File: src/rtl/multdiv_wb_pkg.sv
// Shared types and constants for the mul/div writeback/interlock stage.
package multdiv_wb_pkg;

  typedef enum logic [1:0] {
    ST_IDLE = 2'd0,
    ST_BUSY = 2'd1,
    ST_HOLD = 2'd2
  } state_e;

  localparam logic [4:0]  RSTATUS_REG = 5'd30;
  localparam logic [31:0] EXC_MUL     = 32'd4;
  localparam logic [31:0] EXC_DIV     = 32'd5;

endpackage

File: src/rtl/multdiv_wb_watchdog.sv
// Busy-cycle counter for the mul/div writeback stage; expire marks the
// WDOG_CYCLES-th consecutive cycle spent waiting. Built only with MULTDIV_WB_WATCHDOG_EN.
module multdiv_wb_watchdog #(
  parameter int WDOG_CYCLES = 64
) (
  input  logic clock,
  input  logic reset,
  input  logic run,
  output logic expire
);

  localparam int CW = $clog2(WDOG_CYCLES + 1);

  logic [CW-1:0] cnt;

  // Counter restarts from zero every time the stage enters the waiting state.
  always_ff @(posedge clock) begin
    if (reset || !run) begin
      cnt <= '0;
    end else if (!expire) begin
      cnt <= cnt + CW'(1);
    end
  end

  assign expire = run && (cnt == CW'(WDOG_CYCLES - 1));

endmodule

File: src/rtl/multdiv_wb.sv
// Mul/div writeback and decode interlock: tracks one in-flight op, writes its
// result (or rstatus code) through the shared port. Optional macro: MULTDIV_WB_WATCHDOG_EN.
module multdiv_wb
  import multdiv_wb_pkg::*;
#(
  parameter int WDOG_CYCLES = 64
) (
  input  logic        clock,
  input  logic        reset,
  input  logic        issue_valid,
  input  logic        issue_is_div,
  input  logic [4:0]  issue_rd,
  input  logic [31:0] md_result,
  input  logic        md_exception,
  input  logic        md_ready,
  input  logic        pipe_wen,
  input  logic [4:0]  pipe_rd,
  input  logic [31:0] pipe_data,
  input  logic [4:0]  dec_rs,
  input  logic [4:0]  dec_rt,
  input  logic        dec_uses_rs,
  input  logic        dec_uses_rt,
  input  logic        dec_wen,
  input  logic [4:0]  dec_rd,
  input  logic        dec_is_md,
  output logic        rf_wen,
  output logic [4:0]  rf_rd,
  output logic [31:0] rf_data,
  output logic        stall,
  output logic        busy,
  output logic        wdog_fired
);

  state_e      state_q, state_d;
  logic [4:0]  rd_q;
  logic        is_div_q;
  logic [4:0]  hold_rd;
  logic [31:0] hold_data;
  logic        wdog_expire;

`ifdef MULTDIV_WB_WATCHDOG_EN
  multdiv_wb_watchdog #(.WDOG_CYCLES(WDOG_CYCLES)) u_wdog (
    .clock  (clock),
    .reset  (reset),
    .run    (state_q == ST_BUSY),
    .expire (wdog_expire)
  );
`else
  logic unused_wdog_cfg;
  assign unused_wdog_cfg = (WDOG_CYCLES > 0);
  assign wdog_expire     = 1'b0;
`endif

  // A real md_ready always wins over a same-cycle watchdog expiry.
  logic        done, is_exc;
  logic [4:0]  done_rd;
  logic [31:0] done_data;

  assign done      = (state_q == ST_BUSY) && (md_ready || wdog_expire);
  assign is_exc    = md_ready ? md_exception : 1'b1;
  assign done_rd   = is_exc ? RSTATUS_REG : rd_q;
  assign done_data = is_exc ? (is_div_q ? EXC_DIV : EXC_MUL) : md_result;

  logic rd_nz, hazard;
  assign rd_nz  = (rd_q != 5'd0);
  assign hazard = (dec_uses_rs && rd_nz && dec_rs == rd_q)
               || (dec_uses_rt && rd_nz && dec_rt == rd_q)
               || (dec_wen     && rd_nz && dec_rd == rd_q)
               || dec_is_md
               || (dec_uses_rs && dec_rs == RSTATUS_REG)
               || (dec_uses_rt && dec_rt == RSTATUS_REG);

  // NOTE: every output gets a default before the case so no path infers a latch.
  always_comb begin
    state_d    = state_q;
    rf_wen     = pipe_wen;
    rf_rd      = pipe_rd;
    rf_data    = pipe_data;
    stall      = 1'b0;
    wdog_fired = 1'b0;
    unique case (state_q)
      ST_IDLE: begin
        if (issue_valid) state_d = ST_BUSY;
      end
      ST_BUSY: begin
        stall = hazard;
        if (done) begin
          wdog_fired = !md_ready;
          if (pipe_wen) begin
            state_d = ST_HOLD;
          end else begin
            rf_wen  = (done_rd != 5'd0);
            rf_rd   = done_rd;
            rf_data = done_data;
            state_d = ST_IDLE;
          end
        end
      end
      ST_HOLD: begin
        stall   = 1'b1;
        rf_wen  = (hold_rd != 5'd0);
        rf_rd   = hold_rd;
        rf_data = hold_data;
        state_d = ST_IDLE;
      end
      default: state_d = ST_IDLE;
    endcase
  end

  assign busy = (state_q != ST_IDLE);

  // NOTE: sequential state uses non-blocking assignments so every register samples pre-edge values.
  always_ff @(posedge clock) begin
    if (reset) begin
      state_q   <= ST_IDLE;
      rd_q      <= '0;
      is_div_q  <= 1'b0;
      hold_rd   <= '0;
      hold_data <= '0;
    end else begin
      state_q <= state_d;
      if (state_q == ST_IDLE && issue_valid) begin
        rd_q     <= issue_rd;
        is_div_q <= issue_is_div;
      end
      if (done && pipe_wen) begin
        hold_rd   <= done_rd;
        hold_data <= done_data;
      end
    end
  end

endmodule
File: config.mk
export PLATFORM = sky130hd
export DESIGN_NAME = multdiv_wb
export DESIGN_NICKNAME = d
export VERILOG_FILES = /design/src/rtl/multdiv_wb_pkg.sv /design/src/rtl/multdiv_wb_watchdog.sv /design/src/rtl/multdiv_wb.sv
export SDC_FILE = /design/constraint.sdc
export NUM_CORES = 1
export LEC_CHECK = 0
export CAP_MARGIN = 10
export CORE_MARGIN = 4
export CORE_UTILIZATION = 41
export DETAILED_ROUTE_END_ITERATION = 7
export PLACE_DENSITY = 0.82
export SETUP_SLACK_MARGIN = 0.1
export SLEW_MARGIN = 40
export SYNTH_ARGS = -nofsm -noshare
export SYNTH_HDL_FRONTEND = slang
export SYNTH_SLANG_ARGS = --single-unit
export TNS_END_PERCENT = 100
File: constraint.sdc
create_clock -name clock -period 2.4 [get_ports clock]
set_clock_uncertainty 0.15 [all_clocks]
set_input_delay 0.36 -clock clock [delete_from_list [all_inputs] [get_ports clock]]
set_output_delay 0.36 -clock clock [all_outputs]
set_load 0.01 [all_outputs]
Word level (Yosys, flattened, before mapping)
Cells that the tools add are included.

storage, ports and cells
  register bits = 45
  bits in latches = 0
  RAM bits = 0
  bits in read-only memories = 0
  input bits = 100
  output and inout port bits = 41
  word-level logic and storage cells = 57
  memories kept = 0

operators by class
  add/subtract/negate cells = 0
  multiply operators = 0
  div/mod/pow operators = 0
  magnitude comparators = 0
  eq/ne operators = 9
  shift-type cells = 0
  muxes and demuxes = 20
  bitwise operators = 0
  reductions and logical operators = 23

operators with widths
  operator            count
  $mux 32             3
  $pmux 32 s2         1
  $eq 5x5->1          3
  $mux 5              3
  $reduce_bool 5->1   3
  $logic_and 1x1->1   11
  $eq 5x5->1 const B  2
  $pmux 5 s2          1
  $mux 1              6
  $mux 2              3
  $logic_or 1x1->1    5
  $ne 2x2->1 const B  2
  $pmux 1 s2          2
  $pmux 2 s2          1
  $eq 2x1->1 const B  1
  $eq 2x2->1 const B  1
  $logic_not 2->1     1
  $reduce_and 2->1    1
  $reduce_bool 2->1   1
  $logic_not 1->1     1

Depth between registers and ports, before layout
  word-level depth = 9
  mapped depth = 7
  depth with buffers taken out = 7

Worst setup path before layout
OpenSTA, ideal clock, no wires.

  path kind = flip-flop to output port
  from = reg state_q[0]
  to = out rf_data[0]
  arrival = 1.503 ns
  data required time = 1.890 ns
  slack = 0.387 ns
  stages on the path, launching flop included = 7
  path buffers = 2
  path through = dfxtp_1 inv_1 ha_1 clkbuf_1 nand2_1 clkbuf_1 a22o_1

between the ends
  longest elaborated chain between the ends = 4

ends and longest elaborated chain
  element                 line                                source
  from (decl)             multdiv_wb.sv:34                    state_e state_q, state_d;
  from (signal assigned)  multdiv_wb.sv:121                   state_q <= state_d;
  $eq 2x1->1              multdiv_wb.sv:59, multdiv_wb.sv:81
  $logic_and 1x1->1       multdiv_wb.sv:59                    assign done = (state_q == ST_BUSY) && (md_ready || wdog_expire);
  $mux 32                 multdiv_wb.sv:87                    if (done) begin
  $pmux 32 s2 *           multdiv_wb.sv:81                    unique case (state_q)
  to (decl)               multdiv_wb.sv:28                    output logic [31:0] rf_data,

Mark *: on every way between the ends. The rest lies on a longest branch, timed or not.

Worst setup path in the final report
  from = reg state_q[1]
  to = out rf_data[25]

Same word-level chain as after synthesis.

==> results.md <==
* CTS Sinks at 45
* Fin cells at 591
* Initial DRC count at 166
* Commonest non-fill, non-tap cell in the layout: clkdlybuf4s50_1
* Status: finished, final reports clean
* Post-route DRC at 0
* Synthesis-to-finish area growth at 64.1%
* Io pins at 141
* Final core occ at 68.8%
* Drt wl/cell at 18.0 µm
* Worst endpoint data arrival time at 1.83 ns
* Hold EP: hold_data[16]$_SDFFE_PP0P_
* Min Tclk post-route at 2.34 ns
* Final total power at 2.00 mW
* Tcrit/Tclk final at 97.5%
* Bufs and invs on worst path at 4
* Leakage at 1.87 nW
* Routability cong. at 0.873
* Final Setup Violations at 0
* Initial antenna violation count at 0
* Hold path start: hold_data[16]$_SDFFE_PP0P_
* Row count at 30
* DRT Wirelength at 10,600 µm
* Total CTS buffers at 5
* Final Hold Viols at 0
* Max-cap violation count at 0
* Power per Cell Area at 430 mW/mm²
* Synth Net Count at 459
* Setup TNS at 0 ns
* CP required at 1.89 ns
* Worst-path cell chain: inv_2 -> ha_4 -> nand3b_1 -> nor2_4 -> buf_6 -> buf_8 -> a22o_1 -> a22o_1 -> buf_2
* # port buffers at 139
* Startpoint types: flop
* CP endpoint kind: output port
* Synth Register Bits at 45
* Die Area at 0.00830 mm²
* Worst Reg2Reg Path Length in Cells at 8
* Placed Instances at 565
* Antenna-violating nets left at 0
* Crit path top cell by count: a22o_1
* Peak supply drop at 0.284 mV
* Crit path largest cell delay at 0.34 ns
* Worst slack at placement at -0.384 ns
* Crit-path slowest cell: dfxtp_2
* Fillcell total at 517
* Clk pin slew, worst setup/hold paths at 0.08 ns
* Register Area at 911 µm²
* CTS max path bufs at 2
* Initial Util at 41.9%
* Post-CTS Hold Buffers at 0
* Post-synthesis sequential area ratio at 31.8%
* Drt via density at 5.76
* Critical R2R Launch: state_q[1]$_SDFFE_PP0P_
* Nets@finish at 614
* Die W at 91.1 µm
* Clock latency on the worst-skew pair at 0.29 ns
* FMAX at 428 MHz
* First-pass GRT wire length at 16,800 µm
* GRT Overall Usage at 24.4%
* Slew Viols, Final at 0
* Final HPWL DP at 7080 µm
* R2R Setup Slk at 0.64 ns
* Min-Delay Path Class: reg -> reg
* H-tree lvl count at 2
* Synth cell types at 34
* Area occupied by multi-input gates at 0.00183 mm²
* R2R Path End: hold_rd[3]$_SDFFE_PP0P_
* Mapped Area at 0.00283 mm²
* Mean post-synth cell area at 7.95 µm²
* Share of cells above drive strength 1 at 23.1%
* Total number of vias at 3,402
* Synth warn at 0
* 1st-pass router iterations at 4
* Grt ovf at 0
* CP top delay family: buffers and inverters
* WS Path Type: reg -> out
* Gate Count Post-Synth at 356
* Unrepaired setup endpoints after global routing: yes
* Hold Path Stages at 2
* Diode count at 0
* CP max FO at 8
* Largest net degree at the start of global routing at 46
* Core ar. at 0.00676 mm²
* DIE HEIGHT at 91.1 µm
* Vias in the first global route at 3,439
* CTS root buffer: clkbuf_8
* Most frequent cells in the layout: clkdlybuf4s50_1, a22o_1, nand2_1
* Worst setup margin at 0.0612 ns
* CTS tree: done
## worst min-delay path, cell delays in order, from the launching register on
cell and delay (ns):
dfxtp_1 0.32, nand2_1 0.05, a21oi_1 0.05
## layer usage
metal / wire, µm / GRT usage (%)
met5: 0 / 0
met4: 285 / 9.17
met2: 5440 / 44.0
met1: 4280 / 27.8
met3: 627 / 5.55
## how the worst max path moves through the flow
stage / slack [ns] / from / cells after the start / to
6_report: 0.06 / state_q[1]$_SDFFE_PP0P_ / 9 / rf_data[25]
5_1_grt: -0.04 / state_q[1]$_SDFFE_PP0P_ / 9 / rf_rd[0]
2_1_floorplan: 0.39 / state_q[0]$_SDFFE_PP0P_ / 6 / rf_data[0]
3_3_place_gp: -0.35 / md_ready / 7 / rf_data[18]
4_1_cts: 0.04 / state_q[1]$_SDFFE_PP0P_ / 9 / rf_data[18]
3_5_place_dp: -0.38 / md_ready / 7 / rf_data[18]
## sequential cells by signal, indices dropped and copies added (netlist names)
signal     count
rd_q           5
is_div_q       1
hold_data     32
state_q        2
hold_rd        5
## synth_stat cells (all sizes together)
cell,count,share of area (%)
buf,13,2.6
xnor2,3,0.93
nor2b,1,0.22
nand2,46,6.1
nand3b,32,8.5
or4,2,0.66
o21ai,11,2.1
a21oi,43,7.6
nand3,11,1.9
and3,1,0.22
xor2,12,3.7
nor2,13,1.8
nor4,3,0.66
o31a,1,0.31
inv,5,0.66
nor3,3,0.71
nand2b,1,0.22
a22o,67,21
mux2i,1,0.35
conb,1,0.13
a211oi,6,1.6
clkbuf,26,3.4
ha,3,1.3
a31oi,3,0.66
o31ai,1,0.27
and4b,2,0.71
dfxtp,45,32
## layout make-up
class                   count  share of cell area, %
clock buffers               6                   1.78
clock inverters             1                  0.162
inverters                   5                  0.458
multi-input cells         267                   39.3
flip-flops and latches     45                   19.6
well taps                  80                   2.15
repair buffers            187                   36.5
## metrics by stage
| step | hold slack [ns] | area (µm²) |
|---|---|---|
| after floorplan | 0.282 | 2830 |
| after global routing | 0.323 | 4650 |
| final | 0.306 | 4650 |
| after global placement | 0.288 | 4400 |
| after CTS | 0.308 | 4610 |
| after detailed placement | 0.296 | 4400 |
## power by group
part | internal (mW) | switching, mW | total [mW]
logic | 0.410 | 0.328 | 0.739
registers | 0.767 | 0.0175 | 0.785
clock network | 0.228 | 0.247 | 0.475
## timing repair
action | CTS | global route
cloned | 4 | 0
setup buffers | 13 | 3
pin swaps | 50 | 16
endpoints found under the setup margin | 39 | 37
gates resized for setup | 200 | 17
## cell families (layout without fill, tap and decap cells)
group                      Yosys count  in the layout  share of synthesized area (%)
AOI/OAI and AO/OA                  132            132                           33.2
and+or+nand+nor                    115            115                           21.8
DFF                                 45             45                           31.8
buffers and inverters               44            199                           6.72
xor gates and xnor gates            15             15                           4.64
adders and majority gates            3              3                           1.33
other                                1              1                          0.132
muxes                                1              1                          0.354
(Power assumes the default switching activity.)
